## src/rtl/ets_phase_sweep_ctrl.sv

```systemverilog
// rtl/ets_phase_sweep_ctrl.sv - equivalent-time-sampling phase sweep sequencer driving the MMCM dynamic phase-shift port
module ets_phase_sweep_ctrl #(
    parameter int NUM_STEPS     = 448,
    parameter int ACC_CYCLES    = 1024,
    parameter int SETTLE_CYCLES = 16,
    parameter int PS_TIMEOUT    = 255,
    parameter int CNT_W         = 11,
    parameter int STEP_W        = 16
) (
    input  logic              shifting_clk,
    input  logic              free_run_rst_n,
    input  logic              start,
    input  logic              abort,
    output logic              ps_en,
    output logic              ps_incdec,
    input  logic              ps_done,
    input  logic              cmp_data,
    output logic              result_valid,
    input  logic              result_ready,
    output logic [STEP_W-1:0] result_step,
    output logic [CNT_W-1:0]  result_count,
    output logic              busy,
    output logic              sweep_done,
    output logic              ps_timeout_err,
    output logic [STEP_W-1:0] phase_pos
);

    // One shared tick counter times the timeout, settle and window phases.
    localparam int TICK_MAX = (ACC_CYCLES > PS_TIMEOUT)
        ? ((ACC_CYCLES > SETTLE_CYCLES) ? ACC_CYCLES : SETTLE_CYCLES)
        : ((PS_TIMEOUT > SETTLE_CYCLES) ? PS_TIMEOUT : SETTLE_CYCLES);
    localparam int TICK_W      = $clog2(TICK_MAX + 1);
    localparam int SETTLE_LAST = (SETTLE_CYCLES > 0) ? SETTLE_CYCLES - 1 : 0;

    typedef enum logic [2:0] {
        S_IDLE      = 3'd0,
        S_SHIFT     = 3'd1,
        S_WAIT_DONE = 3'd2,
        S_SETTLE    = 3'd3,
        S_ACCUM     = 3'd4,
        S_REPORT    = 3'd5,
        S_FINISH    = 3'd6
    } state_t;

    state_t              state;
    state_t              state_nxt;
    logic [TICK_W-1:0]   tick;
    logic [CNT_W-1:0]    acc;
    logic [STEP_W-1:0]   step;
    logic                last_step;
    logic                timeout_hit;
    logic                settle_end;
    logic                window_end;

    assign ps_incdec   = 1'b1;
    assign last_step   = (step == STEP_W'(NUM_STEPS - 1));
    assign settle_end  = (tick == TICK_W'(SETTLE_LAST));
    assign window_end  = (tick == TICK_W'(ACC_CYCLES));
    assign timeout_hit = (state == S_WAIT_DONE) && !abort && !ps_done
                         && (tick == TICK_W'(PS_TIMEOUT - 1));

    always_ff @(posedge shifting_clk or negedge free_run_rst_n) begin
        if (!free_run_rst_n) begin
            state <= S_IDLE;
        end else begin
            state <= state_nxt;
        end
    end

    always_comb begin
        state_nxt = state;
        if (abort) begin
            state_nxt = S_IDLE;
        end else begin
            case (state)
                S_IDLE: begin
                    if (start) state_nxt = S_ACCUM;
                end
                S_SHIFT: begin
                    state_nxt = S_WAIT_DONE;
                end
                S_WAIT_DONE: begin
                    if (ps_done) begin
                        state_nxt = (SETTLE_CYCLES == 0) ? S_ACCUM : S_SETTLE;
                    end else if (timeout_hit) begin
                        state_nxt = S_IDLE;
                    end
                end
                S_SETTLE: begin
                    if (settle_end) state_nxt = S_ACCUM;
                end
                S_ACCUM: begin
                    if (window_end) state_nxt = S_REPORT;
                end
                S_REPORT: begin
                    if (result_ready) state_nxt = last_step ? S_FINISH : S_SHIFT;
                end
                S_FINISH: begin
                    state_nxt = S_IDLE;
                end
                default: begin
                    state_nxt = S_IDLE;
                end
            endcase
        end
    end

    // abort masks the strobes in the same cycle so no shift, transfer or done leaks out.
    always_comb begin
        ps_en        = 1'b0;
        result_valid = 1'b0;
        sweep_done   = 1'b0;
        busy         = (state != S_IDLE);
        if (!abort) begin
            case (state)
                S_SHIFT:  ps_en        = 1'b1;
                S_REPORT: result_valid = 1'b1;
                S_FINISH: sweep_done   = 1'b1;
                default:  ;
            endcase
        end
    end

    always_ff @(posedge shifting_clk or negedge free_run_rst_n) begin
        if (!free_run_rst_n) begin
            tick           <= '0;
            acc            <= '0;
            step           <= '0;
            result_step    <= '0;
            result_count   <= '0;
            ps_timeout_err <= 1'b0;
            phase_pos      <= '0;
        end else begin
            if (state_nxt != state) begin
                tick <= '0;
            end else if (state == S_WAIT_DONE || state == S_SETTLE || state == S_ACCUM) begin
                tick <= tick + TICK_W'(1);
            end

            // Tick 0 of ACCUM is the entry cycle; the window is ticks 1..ACC_CYCLES.
            if (state_nxt == S_ACCUM && state != S_ACCUM) begin
                acc <= '0;
            end else if (state == S_ACCUM && tick != '0) begin
                acc <= acc + CNT_W'(cmp_data);
            end

            if (state == S_ACCUM && state_nxt == S_REPORT) begin
                result_count <= acc + CNT_W'(cmp_data);
                result_step  <= step;
            end

            if (state == S_IDLE && state_nxt == S_ACCUM) begin
                step           <= '0;
                ps_timeout_err <= 1'b0;
            end else if (state == S_REPORT && state_nxt == S_SHIFT) begin
                step <= step + STEP_W'(1);
            end

            if (timeout_hit) begin
                ps_timeout_err <= 1'b1;
            end

            if (ps_en) begin
                phase_pos <= phase_pos + STEP_W'(1);
            end
        end
    end

endmodule

```

## config.mk

```make
export PLATFORM = sky130hd
export DESIGN_NAME = ets_phase_sweep_ctrl
export DESIGN_NICKNAME = d
export VERILOG_FILES = /design/src/rtl/ets_phase_sweep_ctrl.sv
export SDC_FILE = /design/constraint.sdc
export NUM_CORES = 1
export LEC_CHECK = 0
export BUFFER_PORTS_ARGS = -buffer_cell sky130_fd_sc_hd__buf_2
export CAP_MARGIN = 20
export CORE_MARGIN = 2
export CORE_UTILIZATION = 45
export DETAILED_ROUTE_END_ITERATION = 7
export PLACE_DENSITY = 0.71
export SLEW_MARGIN = 25
export SYNTH_ARGS = -nofsm -noshare
export SYNTH_HDL_FRONTEND = slang
export SYNTH_SLANG_ARGS = --single-unit
```

## constraint.sdc

```tcl
create_clock -name shifting_clk -period 4.95 [get_ports shifting_clk]
set_input_delay 0.99 -clock shifting_clk [delete_from_list [all_inputs] [get_ports shifting_clk]]
set_output_delay 0.99 -clock shifting_clk [all_outputs]
set_load 0.02 [all_outputs]
```

==> Yosys cells after proc, flatten, opt, wreduce, memory -nomap -nowiden <==
Index checks and enable logic that the tools add are counted.
{ "totals": {"register_bits": 85, "in_bits": 7, "out_inout_bits": 49, "word_cells": 69} }
{ "classes": {"addsub": 4, "eq_ne": 15, "mux": 23, "n_reduce_logical": 19} }
{ "op_table": {"columns": ["operator", "n"], "rows": [
  ["$mux W11", 4],
  ["$add A16 B1 Y16 const B", 2],
  ["$mux W16", 2],
  ["$mux W3", 8],
  ["$pmux W3 S6", 1],
  ["$eq A16 B9 Y1 const B", 1],
  ["$eq A3 B3 Y1 const B", 5],
  ["$add A11 B1 Y11", 1],
  ["$add A11 B1 Y11 const B", 1],
  ["$eq A11 B11 Y1 const B", 1],
  ["$eq A11 B4 Y1 const B", 1],
  ["$eq A11 B8 Y1 const B", 1],
  ["$reduce_bool A11 Y1", 1],
  ["$logic_and A1 B1 Y1", 8],
  ["$mux W1", 8],
  ["$reduce_bool A2 Y1", 4],
  ["$eq A3 B1 Y1 const B", 2],
  ["$eq A3 B2 Y1 const B", 2],
  ["$logic_not A3 Y1", 1],
  ["$ne A3 B3 Y1", 1],
  ["$ne A3 B3 Y1 const B", 1],
  ["$reduce_bool A3 Y1", 1],
  ["$logic_not A1 Y1", 2],
  ["$logic_or A1 B1 Y1", 2]
]} }

==> Depth between registers and ports, before layout <==
{ "depth": {"ltp_word": 12, "mapped_depth": 10, "depth_no_buf": 8} }

==> Least setup slack after synthesis <==
No wires, ideal clock.
{ "synth_path": {"path_type": "input-to-output", "start": "input abort", "end": "output sweep_done", "arrival_ps": 2091, "t_required_ps": 3960, "slack_ps": 1869, "stages": 3, "n_path_buf": 2, "path_cell_list": "buf_2 clkbuf_1 nor4bb_1"} }
{ "synth_via": {"elab_chain_cells": 1} }
{ "synth_lines": {"columns": ["item", "line", "source"], "rows": [
  ["start: declaration", "13", "input logic abort,"],
  ["$mux W1", "114", "if (!abort) begin"],
  ["end: declaration", "23", "output logic sweep_done,"]
]} }
No other way between the ends.

==> Worst setup path after layout <==
{ "layout_path": {"start": "input abort", "end": "output ps_en"} }
{ "layout_via": {"elab_chain_cells": 1} }
{ "layout_lines": {"columns": ["item", "line", "source"], "rows": [
  ["$mux W1", "114", null],
  ["end: declaration", "14", "output logic ps_en,"]
]} }
No other way between the ends.

==> impl_metrics.env <==
export IMPL_crit_type="input pin to output pin"
export IMPL_grtUsageTotal_pct=17.8
export IMPL_fin_crit_sh_pct=57.3
export IMPL_status="completed"
export IMPL_syn_nets=470
export IMPL_path_clk_slew_ps=90
export IMPL_fmax_ghz=0.353
export IMPL_path_delay_family="buffers and inverters"
export IMPL_start_util_pct=46.9
export IMPL_synth_seq_cells=85
export IMPL_critical_path_depth=3
export IMPL_p_per_area_nw_per_um2=274
export IMPL_cts_buffer_depth=2
export IMPL_fp_dieW_um=103
export IMPL_pin_count=56
export IMPL_synth_edf_count=0
export IMPL_setup_viol=0
export IMPL_dp_slack_ps=2080
export IMPL_synthDistinctLibCells=53
export IMPL_port_buffers=54
export IMPL_internal_power_mw=0.990
export IMPL_slew_viol_final=0
export IMPL_clock_latency_ps=350
export IMPL_r2r_slack_ps=2250
export IMPL_fillCellCount=867
export IMPL_crit_chain="buf_2, nor4b_4, buf_2"
export IMPL_crit_path_max_incr_delay_ps=380
export IMPL_std_cell_rows=35
export IMPL_n_antenna_cell=0
export IMPL_die_area_um2=10500
export IMPL_drc=0
export IMPL_synthFlopType="dfrtp_1"
export IMPL_place_hpwl_mm=6.31
export IMPL_ir_drop_uv=130
export IMPL_r2r_cells=6
export IMPL_fin_ws_ps=2120
export IMPL_areaGrowthSynthToFinish_pct=12.1
export IMPL_firstDrtPassIters=4
export IMPL_p_leak_nw=2.41
export IMPL_cp_arrival_ps=1840
export IMPL_final_layout_size_suffix_gt1_share_pct=17.3
export IMPL_clock_sinks=85
export IMPL_netlist_instances=456
export IMPL_p_switching_mw=0.351
export IMPL_switching_share_pct=26.2
export IMPL_hold_buffers=0
export IMPL_cts_resized=0
export IMPL_cp_max_fo=16
export IMPL_r2r_start="state[2]"
export IMPL_grt_pass1_wl_mm=14.9
export IMPL_seqPwrFrac_pct=54.5
export IMPL_combPwrFrac_pct=8.4
export IMPL_final_cell_mix="92 x nand2_1, 85 x dfrtp_1, 53 x buf_2"
export IMPL_synthArstFlopShare_pct=100
export IMPL_cts_tree="done"
export IMPL_wirelength_mm=9.03
export IMPL_pwr_share_clk_pct=37.1
export IMPL_yosysWarnings=0
export IMPL_core_area_um2=9330
export IMPL_worst_path_buf_inv=2
export IMPL_grt_max_degree=86
export IMPL_overflow=0
export IMPL_timing_rr_end="step[9]"
export IMPL_rsz0062_at_grt="no"
export IMPL_numCtsBuffers=9
export IMPL_max_slew_worst_pin_slew_ps=754
export IMPL_wl_per_cell_um=14.3
export IMPL_hold_viol=0
export IMPL_postCtsSetupBuffers=0
export IMPL_finalNetCount=511
export IMPL_final_common_cell="nand2_1"
export IMPL_synth_area_um2=4370
export IMPL_vias_per_cell=5.36
export IMPL_cp_start_kind="input pin"
export IMPL_grt_pass1_vias=3166
export IMPL_postRouteAntennaNets=0
export IMPL_tns_ps=0
export IMPL_drt_first_iter_violations=187
export IMPL_synth_avg_cell_area_um2=9.59
export IMPL_die_h_um=103
export IMPL_root_buffer="clkbuf_8"
export IMPL_synth_seq_area_share_pct=48.7
export IMPL_cp_required_ps=3960
export IMPL_timing_critical_path_to="ps_en"
export IMPL_antenna_found_initial=0
export IMPL_hold_class="flop to flop"
export IMPL_gp_congestion=0.815
export IMPL_cts_max_level=3
export IMPL_finalClockSkew_ps=7.41
export IMPL_slowest_stage="nor4b_4"
export IMPL_slew_limit_headroom_pct=49.7
export IMPL_vias=3382
export IMPL_min_period_ps=2830
export IMPL_critPathCaptureType="output pin"
export IMPL_crit_path_frequent_cell="buf_2"
export IMPL_cp_startpoint="abort"
export IMPL_cap_violations=0
cell families (layout without fill, tap and decap cells):
kind of cell,after synthesis,count (layout),synth area share (%)
AO/OA/AOI/OAI,60,60,9.16
XOR/XNOR,42,42,8.41
adder cells (fa/ha/maj),7,7,2.00
buffers and inverters,31,77,3.43
flip-flops,85,85,48.7
multiplexers,4,4,0.944
other,1,1,0.0858
AND/OR/NAND/NOR,226,226,27.3
power by group through the flow:
stage / registers (mW) / clock network (mW) / logic [mW]
after floorplan: 0.742 / 0 / 0.0780
final: 0.731 / 0.497 / 0.113
after CTS: 0.730 / 0.509 / 0.114
after global placement: 0.742 / 0 / 0.111
after global routing: 0.734 / 0.535 / 0.129
after detailed placement: 0.744 / 0 / 0.114
cells in the mapped netlist, types with 4 or more instances:
cell type  number  area [um2]
dfrtp_1        85        2130
nor2_1         37         139
a21oi_1        18        90.1
and3_1         14        87.6
o21ai_0        14        70.1
nand2_1        92         345
buf_2           6        30.0
nand2b_1        4        25.0
and2_1          5        31.3
inv_1           6        22.5
or3_1           4        25.0
clkbuf_1       12        45.0
ha_1            7        87.6
or4_1          11        82.6
o31ai_1        12        90.1
nand4_1         9        56.3
or2_2           4        25.0
nand3_1        20         100
xnor2_1        20         175
and4_1          6        52.6
xor2_1         22         193
flip-flops by register name, indices dropped and copies added (netlist names):
signal / count
tick: 11
acc: 11
result_step: 16
state: 3
phase_pos: 16
step: 16
ps_timeout_err: 1
result_count: 11
routing by layer:
layer  GRT usage, %  vias up  routed length, um
li1               -     1650                  -
met1           25.1     1640               4270
met2           28.2       87               4200
met3           4.00        5                475
met4           4.51        0                 78
met5              0        -                  0
cell type report:
cell class / count / area [um2] / area share (%)
Clock inverter: 6 / 71.3 / 1.46
Clock buffer: 10 / 128 / 2.60
Multi-Input combinational cell: 340 / 2110 / 43.0
Tap cell: 129 / 161 / 3.29
Sequential cell: 85 / 2130 / 43.4
Timing Repair Buffer: 55 / 284 / 5.80
Inverter: 6 / 22.5 / 0.460
worst min path at each step:
stage / start / end / slack (ps) / cells past startpoint
floorplan: step[15] / result_step[15] / 480 / 2
global placement: result_step[5] / result_step[5] / 450 / 2
detailed placement: result_step[6] / result_step[6] / 450 / 2
CTS: result_step[6] / result_step[6] / 470 / 2
global route: result_step[15] / result_step[15] / 500 / 2
finish: phase_pos[15] / phase_pos[15] / 470 / 1
through the flow:
| step | cells | hold slack, ps | total power, mW | util [%] | area, um2 |
|---|---|---|---|---|---|
| finish | 631 | 468 | 1.34 | 52.5 | 4900 |
| global route | 631 | 496 | 1.40 | 52.5 | 4900 |
| CTS | 631 | 474 | 1.35 | 52.4 | 4890 |
| detailed placement | 615 | 454 | 0.858 | 50.3 | 4690 |
| global placement | 615 | 448 | 0.853 | 50.3 | 4690 |
| floorplan | 456 | 484 | 0.820 | - | 4370 |
No activity file was read; power rests on OpenSTA's default activity.
